$ cat src/rtl/dbus_pkg.sv
// dbus_pkg: shared types and helpers for the dBus router.
//   tgt_e      - decoded bus target (memory, peripheral bank, JTAG UART, unmapped)
//   state_e    - router FSM states
//   REGION_*   - address nibble [31:28] selecting the non-memory regions
//   be_calc()  - byte-enable generation from access size and address offset
package dbus_pkg;

  typedef enum logic [1:0] {
    TGT_MEM    = 2'd0,
    TGT_PERIPH = 2'd1,
    TGT_JUART  = 2'd2,
    TGT_NONE   = 2'd3
  } tgt_e;

  typedef enum logic [1:0] {
    IDLE    = 2'd0,
    RD_PEND = 2'd1,
    ERR_RSP = 2'd2
  } state_e;

  localparam logic [3:0] REGION_PERIPH = 4'h8;
  localparam logic [3:0] REGION_JUART  = 4'h9;

  // Lanes shifted past bit 3 fall off; misaligned accesses are the CPU's problem.
  function automatic logic [3:0] be_calc(input logic [1:0] size, input logic [1:0] offset);
    logic [3:0] be;
    case (size)
      2'd0:    be = 4'b0001 << offset;
      2'd1:    be = 4'b0011 << offset;
      default: be = 4'b1111;
    endcase
    return be;
  endfunction

endpackage

$ cat src/rtl/dbus_addr_decode.sv
// dbus_addr_decode: combinational address-to-target decode.
//   region  in  [3:0]  cmd_addr[31:28]
//   tgt     out tgt_e  decoded target
// Only the top nibble matters, so only that is brought in.
module dbus_addr_decode
  import dbus_pkg::*;
(
  input  logic [3:0] region,
  output tgt_e       tgt
);

  always_comb begin
    tgt = TGT_NONE;
    if (!region[3])                  tgt = TGT_MEM;
    else if (region == REGION_PERIPH) tgt = TGT_PERIPH;
    else if (region == REGION_JUART)  tgt = TGT_JUART;
  end

endmodule

$ cat src/rtl/dbus_router.sv
// dbus_router: steers the CPU simple data bus to memory, peripheral bank and
// JTAG UART; allows one outstanding read; unmapped or timed-out reads get an
// error response so the CPU never stalls.
//   clk, reset                    clock, synchronous active-high reset
//   cmd_*                         CPU command (valid/ready/wr/addr/data/size)
//   rsp_ready/rsp_error/rsp_data  single-cycle read response to the CPU
//   tgt_addr/tgt_wr/tgt_wdata/tgt_be  shared command fields to all targets
//   {mem,periph,juart}_cmd_*      per-target command strobe / accept
//   {mem,periph,juart}_rsp_*      per-target read data
//   err_count                     saturating count of error events
//   busy                          high while not idle
module dbus_router
  import dbus_pkg::*;
#(
  parameter int TIMEOUT_CYCLES = 255
) (
  input  logic        clk,
  input  logic        reset,
  input  logic        cmd_valid,
  output logic        cmd_ready,
  input  logic        cmd_wr,
  input  logic [31:0] cmd_addr,
  input  logic [31:0] cmd_data,
  input  logic [1:0]  cmd_size,
  output logic        rsp_ready,
  output logic        rsp_error,
  output logic [31:0] rsp_data,
  output logic [31:0] tgt_addr,
  output logic        tgt_wr,
  output logic [31:0] tgt_wdata,
  output logic [3:0]  tgt_be,
  output logic        mem_cmd_valid,
  output logic        periph_cmd_valid,
  output logic        juart_cmd_valid,
  input  logic        mem_cmd_ready,
  input  logic        periph_cmd_ready,
  input  logic        juart_cmd_ready,
  input  logic        mem_rsp_valid,
  input  logic        periph_rsp_valid,
  input  logic        juart_rsp_valid,
  input  logic [31:0] mem_rsp_data,
  input  logic [31:0] periph_rsp_data,
  input  logic [31:0] juart_rsp_data,
  output logic [7:0]  err_count,
  output logic        busy
);

  localparam logic [15:0] TMO_LAST = 16'(TIMEOUT_CYCLES - 1);

  state_e      state_q,   state_d;
  tgt_e        cur_tgt_q, cur_tgt_d;
  logic [15:0] cnt_q,     cnt_d;
  logic [7:0]  err_count_q, err_count_d;

  tgt_e        dec_tgt;
  logic        cur_rsp_valid;
  logic [31:0] cur_rsp_data;
  logic        stray;
  logic        err_ev;

  dbus_addr_decode u_decode (
    .region (cmd_addr[31:28]),
    .tgt    (dec_tgt)
  );

  assign tgt_addr  = cmd_addr;
  assign tgt_wr    = cmd_wr;
  assign tgt_wdata = cmd_data;
  assign tgt_be    = be_calc(cmd_size, cmd_addr[1:0]);
  assign err_count = err_count_q;
  assign busy      = (state_q != IDLE);

  // Response of the target that owns the pending read, plus everything else
  // that shows up uninvited (including anything outside RD_PEND).
  always_comb begin
    cur_rsp_valid = 1'b0;
    cur_rsp_data  = 32'd0;
    case (cur_tgt_q)
      TGT_MEM:    begin cur_rsp_valid = mem_rsp_valid;    cur_rsp_data = mem_rsp_data;    end
      TGT_PERIPH: begin cur_rsp_valid = periph_rsp_valid; cur_rsp_data = periph_rsp_data; end
      TGT_JUART:  begin cur_rsp_valid = juart_rsp_valid;  cur_rsp_data = juart_rsp_data;  end
      default:    ;
    endcase
    if (state_q == RD_PEND) begin
      stray = (mem_rsp_valid    && cur_tgt_q != TGT_MEM)
           || (periph_rsp_valid && cur_tgt_q != TGT_PERIPH)
           || (juart_rsp_valid  && cur_tgt_q != TGT_JUART);
    end else begin
      stray = mem_rsp_valid || periph_rsp_valid || juart_rsp_valid;
    end
  end

  always_comb begin
    state_d          = state_q;
    cur_tgt_d        = cur_tgt_q;
    cnt_d            = cnt_q;
    err_ev           = stray;
    cmd_ready        = 1'b0;
    mem_cmd_valid    = 1'b0;
    periph_cmd_valid = 1'b0;
    juart_cmd_valid  = 1'b0;
    rsp_ready        = 1'b0;
    rsp_error        = 1'b0;
    rsp_data         = 32'd0;

    case (state_q)
      IDLE: begin
        case (dec_tgt)
          TGT_MEM:    begin mem_cmd_valid    = cmd_valid; cmd_ready = mem_cmd_ready;    end
          TGT_PERIPH: begin periph_cmd_valid = cmd_valid; cmd_ready = periph_cmd_ready; end
          TGT_JUART:  begin juart_cmd_valid  = cmd_valid; cmd_ready = juart_cmd_ready;  end
          default:    cmd_ready = 1'b1;  // unmapped: swallow so the CPU moves on
        endcase
        if (cmd_valid && cmd_ready) begin
          if (dec_tgt == TGT_NONE) begin
            err_ev = 1'b1;
            if (!cmd_wr) state_d = ERR_RSP;
          end else if (!cmd_wr) begin
            state_d   = RD_PEND;
            cur_tgt_d = dec_tgt;
            cnt_d     = 16'd0;
          end
        end
      end
      RD_PEND: begin
        // A response in the timeout cycle still wins.
        if (cur_rsp_valid) begin
          rsp_ready = 1'b1;
          rsp_data  = cur_rsp_data;
          state_d   = IDLE;
        end else if (cnt_q == TMO_LAST) begin
          err_ev  = 1'b1;
          state_d = ERR_RSP;
        end else begin
          cnt_d = cnt_q + 16'd1;
        end
      end
      ERR_RSP: begin
        rsp_ready = 1'b1;
        rsp_error = 1'b1;
        state_d   = IDLE;
      end
      default: state_d = IDLE;
    endcase

    // Any number of error events in one cycle counts once.
    err_count_d = err_count_q;
    if (err_ev && err_count_q != 8'hFF) err_count_d = err_count_q + 8'd1;
  end

  always_ff @(posedge clk) begin
    if (reset) begin
      state_q     <= IDLE;
      cur_tgt_q   <= TGT_NONE;
      cnt_q       <= 16'd0;
      err_count_q <= 8'd0;
    end else begin
      state_q     <= state_d;
      cur_tgt_q   <= cur_tgt_d;
      cnt_q       <= cnt_d;
      err_count_q <= err_count_d;
    end
  end

endmodule

$ cat config.mk
export PLATFORM = sky130hd
export DESIGN_NAME = dbus_router
export DESIGN_NICKNAME = d
export VERILOG_FILES = /design/src/rtl/dbus_pkg.sv /design/src/rtl/dbus_addr_decode.sv /design/src/rtl/dbus_router.sv
export SDC_FILE = /design/constraint.sdc
export NUM_CORES = 1
export LEC_CHECK = 0
export ABC_CLOCK_PERIOD_IN_PS = 2200
export BUFFER_PORTS_ARGS = -buffer_cell sky130_fd_sc_hd__clkbuf_2
export CAP_MARGIN = 20
export CORE_AREA = 5 5 108 110
export CTS_BUF_LIST = sky130_fd_sc_hd__clkbuf_4
export CTS_CLUSTER_SIZE = 40
export DETAILED_ROUTE_END_ITERATION = 16
export DIE_AREA = 0 0 113 115
export PLACE_DENSITY = 0.71
export SETUP_SLACK_MARGIN = 0.05
export SLEW_MARGIN = 0
export SYNTH_ARGS = -nofsm -noshare
export SYNTH_HDL_FRONTEND = slang
export SYNTH_SLANG_ARGS = --single-unit
$ cat constraint.sdc
create_clock -name clk -period 2.2 [get_ports clk]
set_input_delay 0.11 -clock clk [delete_from_list [all_inputs] [get_ports clk]]
set_output_delay 0.11 -clock clk [all_outputs]
set_load 0.1 [all_outputs]
Word-level counts from Yosys, hierarchy flattened

Cells that the tools add are included.

Register bits: 28
Output and inout port bits: 116

Add/subtract/negate cells: 2
Equal/unequal tests: 20
Shift operators: 2
Mux-type cells: 39
Bitwise operators: 2
Reduce and logical (&&, ||, !) cells: 19

Operator list:

| operator                | count |
|---|---|
| $pmux W32 S3            | 1 |
| $mux W16                | 5 |
| $mux W32                | 2 |
| $pmux W16 S2            | 1 |
| $add A16 B1 Y16 const B | 1 |
| $eq A16 B8 Y1 const B   | 1 |
| $mux W1                 | 16 |
| $mux W2                 | 8 |
| $ne A2 B2 Y1 const B    | 6 |
| $add A8 B1 Y8 const B   | 1 |
| $eq A2 B1 Y1 const B    | 4 |
| $eq A2 B2 Y1 const B    | 4 |
| $eq A4 B4 Y1 const B    | 2 |
| $logic_not A2 Y1        | 4 |
| $ne A8 B8 Y1 const B    | 1 |
| $pmux W4 S2             | 1 |
| $pmux W1 S3             | 2 |
| $reduce_and A6 Y1       | 1 |
| $reduce_bool A2 Y1      | 3 |
| $logic_and A1 B1 Y1     | 5 |
| $logic_or A1 B1 Y1      | 4 |
| $pmux W1 S2             | 2 |
| $pmux W2 S2             | 1 |
| $reduce_and A4 Y1       | 1 |
| 6 further kinds         | 7 |

Longest topological paths before layout

Word-level depth: 11
Depth in mapped cells: 10
Gate-level depth less buffers: 8

Hierarchy

From an unflattened synthesis, not the netlist that was laid out.

Cell total of the unflattened synthesis: 450
Area total of the unflattened synthesis: 3,176.8 µm²

Modules (own cells, without submodules):

| module           | times used | cells an instance | area an instance (µm²) |
|---|---|---|---|
| dbus_router      | 1          | 447               | 3,156.8 |
| dbus_addr_decode | 1          | 3                 | 20.0 |

Least setup slack after synthesis

No wires, ideal clock.

Kind: reg-to-output
From: register cur_tgt_q[1]
To: output port rsp_data[10]
Data arrival time: 2,899 ps
Data required time: 2,090 ps
Slack: -809 ps
Stages on the path, launching flop included: 9
Cell sequence: dfxtp_1 > clkbuf_1 > nor2b_1 > clkbuf_1 > o2bb2ai_1 > nand2_1 > buf_2 > buf_1 > nor2_1

Cells in the longest elaborated chain, start to end: 4
Elaborated cells on any way between the ends: 7
Classes of those cells: eq/ne (2); mux (4); reduce/logical (1)

RTL lines:

| element                                     | line               | source |
|---|---|---|
| start, declared                             | dbus_router.sv:51  | `tgt_e cur_tgt_q, cur_tgt_d;` |
| start signal, assigned                      | dbus_router.sv:159 | `cur_tgt_q <= cur_tgt_d;` |
| $eq A2 B2 Y1 (tied with other cells)        | dbus_router.sv:78  | `case (cur_tgt_q)` |
| $pmux W32 S3 or $pmux W1 S3 (tied branches) | dbus_router.sv:78  |  |
| $mux W32 (*)                                | dbus_router.sv:127 | `if (cur_rsp_valid) begin` |
| $mux W32 (*)                                | dbus_router.sv:106 | `case (state_q)` |
| end, declared                               | dbus_router.sv:27  | `output logic [31:0] rsp_data,` |

Every way passes the cells marked *; elsewhere a longest branch is shown, timed or not.

Worst setup path after layout

From: register cur_tgt_q[0]
To: output port rsp_data[3]

The elaborated chain is that of the path after synthesis.

==> flow_summary_export.csv <==
group,metric,value,unit
power,power_density,358.5,nW/um^2
die,die_h,115,um
critical_path,cp_top_family,"buffers and inverters",
run,cap_violations,0,
global_route,gr-total-overflow,0,
detailed_routing,ant_nets,0,
hold_path,min_path_type,"in -> reg",
critical_path,cp_max_fo,19,
clocking,post-cts-setup-buffers,0,
logic_synthesis,async_flop_share,0,%
power,power_switching,0.6832,mW
timing,fmax,482.3,MHz
critical_path,crit_buf_inv,2,
logic_synthesis,syn_inst,432,
clocking,clkTransAtPathRegs,0.16,ns
final_layout,drive_gt1_share,47.00,%
clocking,numCtsBuffers,3,
power,fin_total_pwr,1.629,mW
logic_synthesis,ys_seq_area_share,18.30,%
power,p_seq_share,34.0,%
power,p_int,0.9463,mW
placement,port_buffers,171,
critical_path,critical_path.max_stage_delay,0.38,ns
die,dieWidth,113,um
logic_synthesis,yosysUniqueCellTypes,58,
timing,worstMarginPinSlew,0.5603,ns
logic_synthesis,avgSynthCellArea,7.090,um^2
critical_path,cp-start-kind,"flop",
final_layout,stdcell_count,674,
timing,whs,0.1470,ns
timing,grt_setup_unrepaired,"yes",
logic_synthesis,ys.flop_type,"dfxtp_1",
global_route,top_usage_layer,"met2",
clocking,ctsHoldBuffers,0,
power,peakVddDrop,0.0002128,V
clocking,insertion_delay,0.33,ns
detailed_routing,drt_iter0_drc,176,
power,pwr-share-clk,21.2,%
die,die_area,13000,um^2
global_route,grtUsageMet2,30.61,%
global_route,grt_pass1_vias,3360,
placement,place_congestion,0.9203,
detailed_routing,dr.pass1.iters,4,
final_layout,antennaDiodeCount,0,
timing,fin_tns_setup,0,ns
timing,maxSlewViolCount,0,
die,core,10600,um^2
clocking,clk_path_buf_depth,2,
clocking,htree_num_levels,1,
detailed_routing,wl_per_cell,17.48,um
placement,dp_cells,667,
timing,fin_skew,0.006438,ns
logic_synthesis,syn_area,3063,um^2
final_layout,fillers,1033,
detailed_routing,vias_per_cell,5.024,
detailed_routing,wirelength,11.78,mm
timing,setup_viol_count_final,0,
detailed_routing,drc_errors,0,
timing,hold_violations,0,
global_route,antenna_found_initial,0,
critical_path,endpoint_kind,"output pin",
timing,fin_crit,2.073,ns
die,io_pins,288,
final_layout,fin_util,42.87,%
final_layout,areaGrowthSynthToFinish,48.41,%
power,p_leak,2.070,nW
global_route,grt_max_degree,34,
critical_path,critical_path_class,"reg -> out",
global_route,grt_pass1_wl,17.51,mm
power,p_sw_share,41.93,%
critical_path,cp_cell_sequence,"mux2i_1 -> o2bb2ai_2 -> nand2_8 -> buf_16 -> nor2_4 -> buf_12",
critical_path,worstPathRequired,2.09,ns
logic_synthesis,synth_edf_count,0,
timing,timing.final.crit_share,94.24,%
clocking,cts_tree,"built",
timing,relSlewSlack,62.80,%
detailed_routing,vias,3386,
clocking,root_buffer,"clkbuf_4",
status,status,"complete, no violations",
logic_synthesis,ys_ff_latch,28,
placement,hpwlAfterDp,9.562,mm
critical_path,cp_slowest_cell,"dfxtp_2",
die,num_rows,38,
clocking,clock-sinks,28,
logic_synthesis,yosysWarnings,0,
global_route,grt_use_total,16.55,%
logic_synthesis,syn_nets,610,
die,initial_core_util,28.89,%
power,p_comb_share,44.8,%
global_route,grt.met1_usage,18.58,%
critical_path,critical_path_arrival,1.96,ns
final_layout,nets,713,
global_route,use_met3,5.947,%
## synthesized netlist by cell type (all sizes together) (3+ instances only)
cell type / n / area (um^2)
nand2b: 5 / 31.28
clkbuf: 13 / 50.04
dfxtp: 28 / 560.5
nor3: 4 / 20.02
nor2b: 5 / 33.78
xor2: 8 / 70.07
a21o: 3 / 22.52
buf: 76 / 536.8
or4: 4 / 33.78
nand2: 21 / 78.83
inv: 8 / 30.03
o211ai: 3 / 22.52
ha: 6 / 75.07
and4: 3 / 26.28
o21ai: 9 / 48.80
mux2i: 36 / 360.4
or3: 3 / 18.77
a211o: 3 / 26.28
and3: 4 / 26.28
o21bai: 3 / 22.52
nand3: 11 / 60.06
nor2: 94 / 352.8
nand4: 10 / 68.81
a21oi: 42 / 210.2
## power groups by stage
stage	Sequential, mW	Combinational (mW)	Clock [mW]
6_report	0.555	0.730	0.345
5_1_grt	0.558	0.782	0.369
4_1_cts	0.554	0.721	0.357
3_5_place_dp	0.565	0.716	0
3_3_place_gp	0.564	0.702	0
2_1_floorplan	0.600	0.969	0
## worst paths after layout
kind | start | end | slack [ns] | cells after the start
max reg2reg | cnt_q[11] | err_count[4] | 0.16 | 6
min reg2reg | cnt_q[12] | cnt_q[12] | 0.51 | 2
min | reset | err_count[3] | 0.15 | 2
max | cur_tgt_q[0] | rsp_data[3] | 0.13 | 6
## area by class of cell
cell class                 instances  area (um^2)  area share [%]
timing repair buffer             187         1539           33.86
tap                              140        175.2           3.854
sequential                        28        569.3           12.52
clock buffer                       3        22.52          0.4955
multi-input combinational        307         2176           47.87
inverter                           8        33.78          0.7432
clock inverter                     1        30.03          0.6606
## registers in the layout, summed over array words and instances, names as in the netlist
register,count
cnt_q,16
err_count,8
state_q,2
cur_tgt_q,2
## layout by cell type, fill, tap and decap left out, drive strengths merged, types with 5 or more instances in the layout
cell    instances
ha              6
o21ai           9
mux2i          36
buf            47
nor2b           5
dfxtp          28
nand2          21
xor2            8
nor2           94
clkbuf        143
nand4          10
nand2b          5
nand3          11
a21oi          42
inv             7
## repair_timing
action                                  4_1_cts  5_1_grt
gates cloned                                  0        3
endpoints found under the setup margin       31       41
hold endpoints to repair                      0        0
resized for setup                             4        5
## metal layers
metal | vias up | share of wire (%)
li1 | 1630 | -
met1 | 1584 | 36
met2 | 156 | 51
met3 | 16 | 11
met4 | 0 | 0.87
met5 | - | 0
## worst reg2reg max path, delay by kind of cell, from the launching register on
family / cells / cell delay [ns]
AOI/OAI and AO/OA: 1 / 0.17
DFF: 1 / 0.36
muxes: 1 / 0.32
and+or+nand+nor: 4 / 1.08
## metrics by stage
stage / worst slack (ns) / cell area, um^2
floorplan: 0.05608 / 3343
global placement: 0.1813 / 4385
detailed placement: 0.1027 / 4385
CTS: 0.02140 / 4457
global route: 0.03870 / 4546
finish: 0.1268 / 4546
## cell families after synthesis
family / Yosys count / share of synthesized area, %
AND/OR/NAND/NOR: 171 / 26.76
buffers and inverters: 97 / 20.14
AO/OA/AOI/OAI: 82 / 16.99
multiplexers: 38 / 12.50
flip-flops: 28 / 18.30
XOR/XNOR: 10 / 2.860
adder cells (fa/ha/maj): 6 / 2.451
No activity file was read; power rests on OpenSTA's default activity.
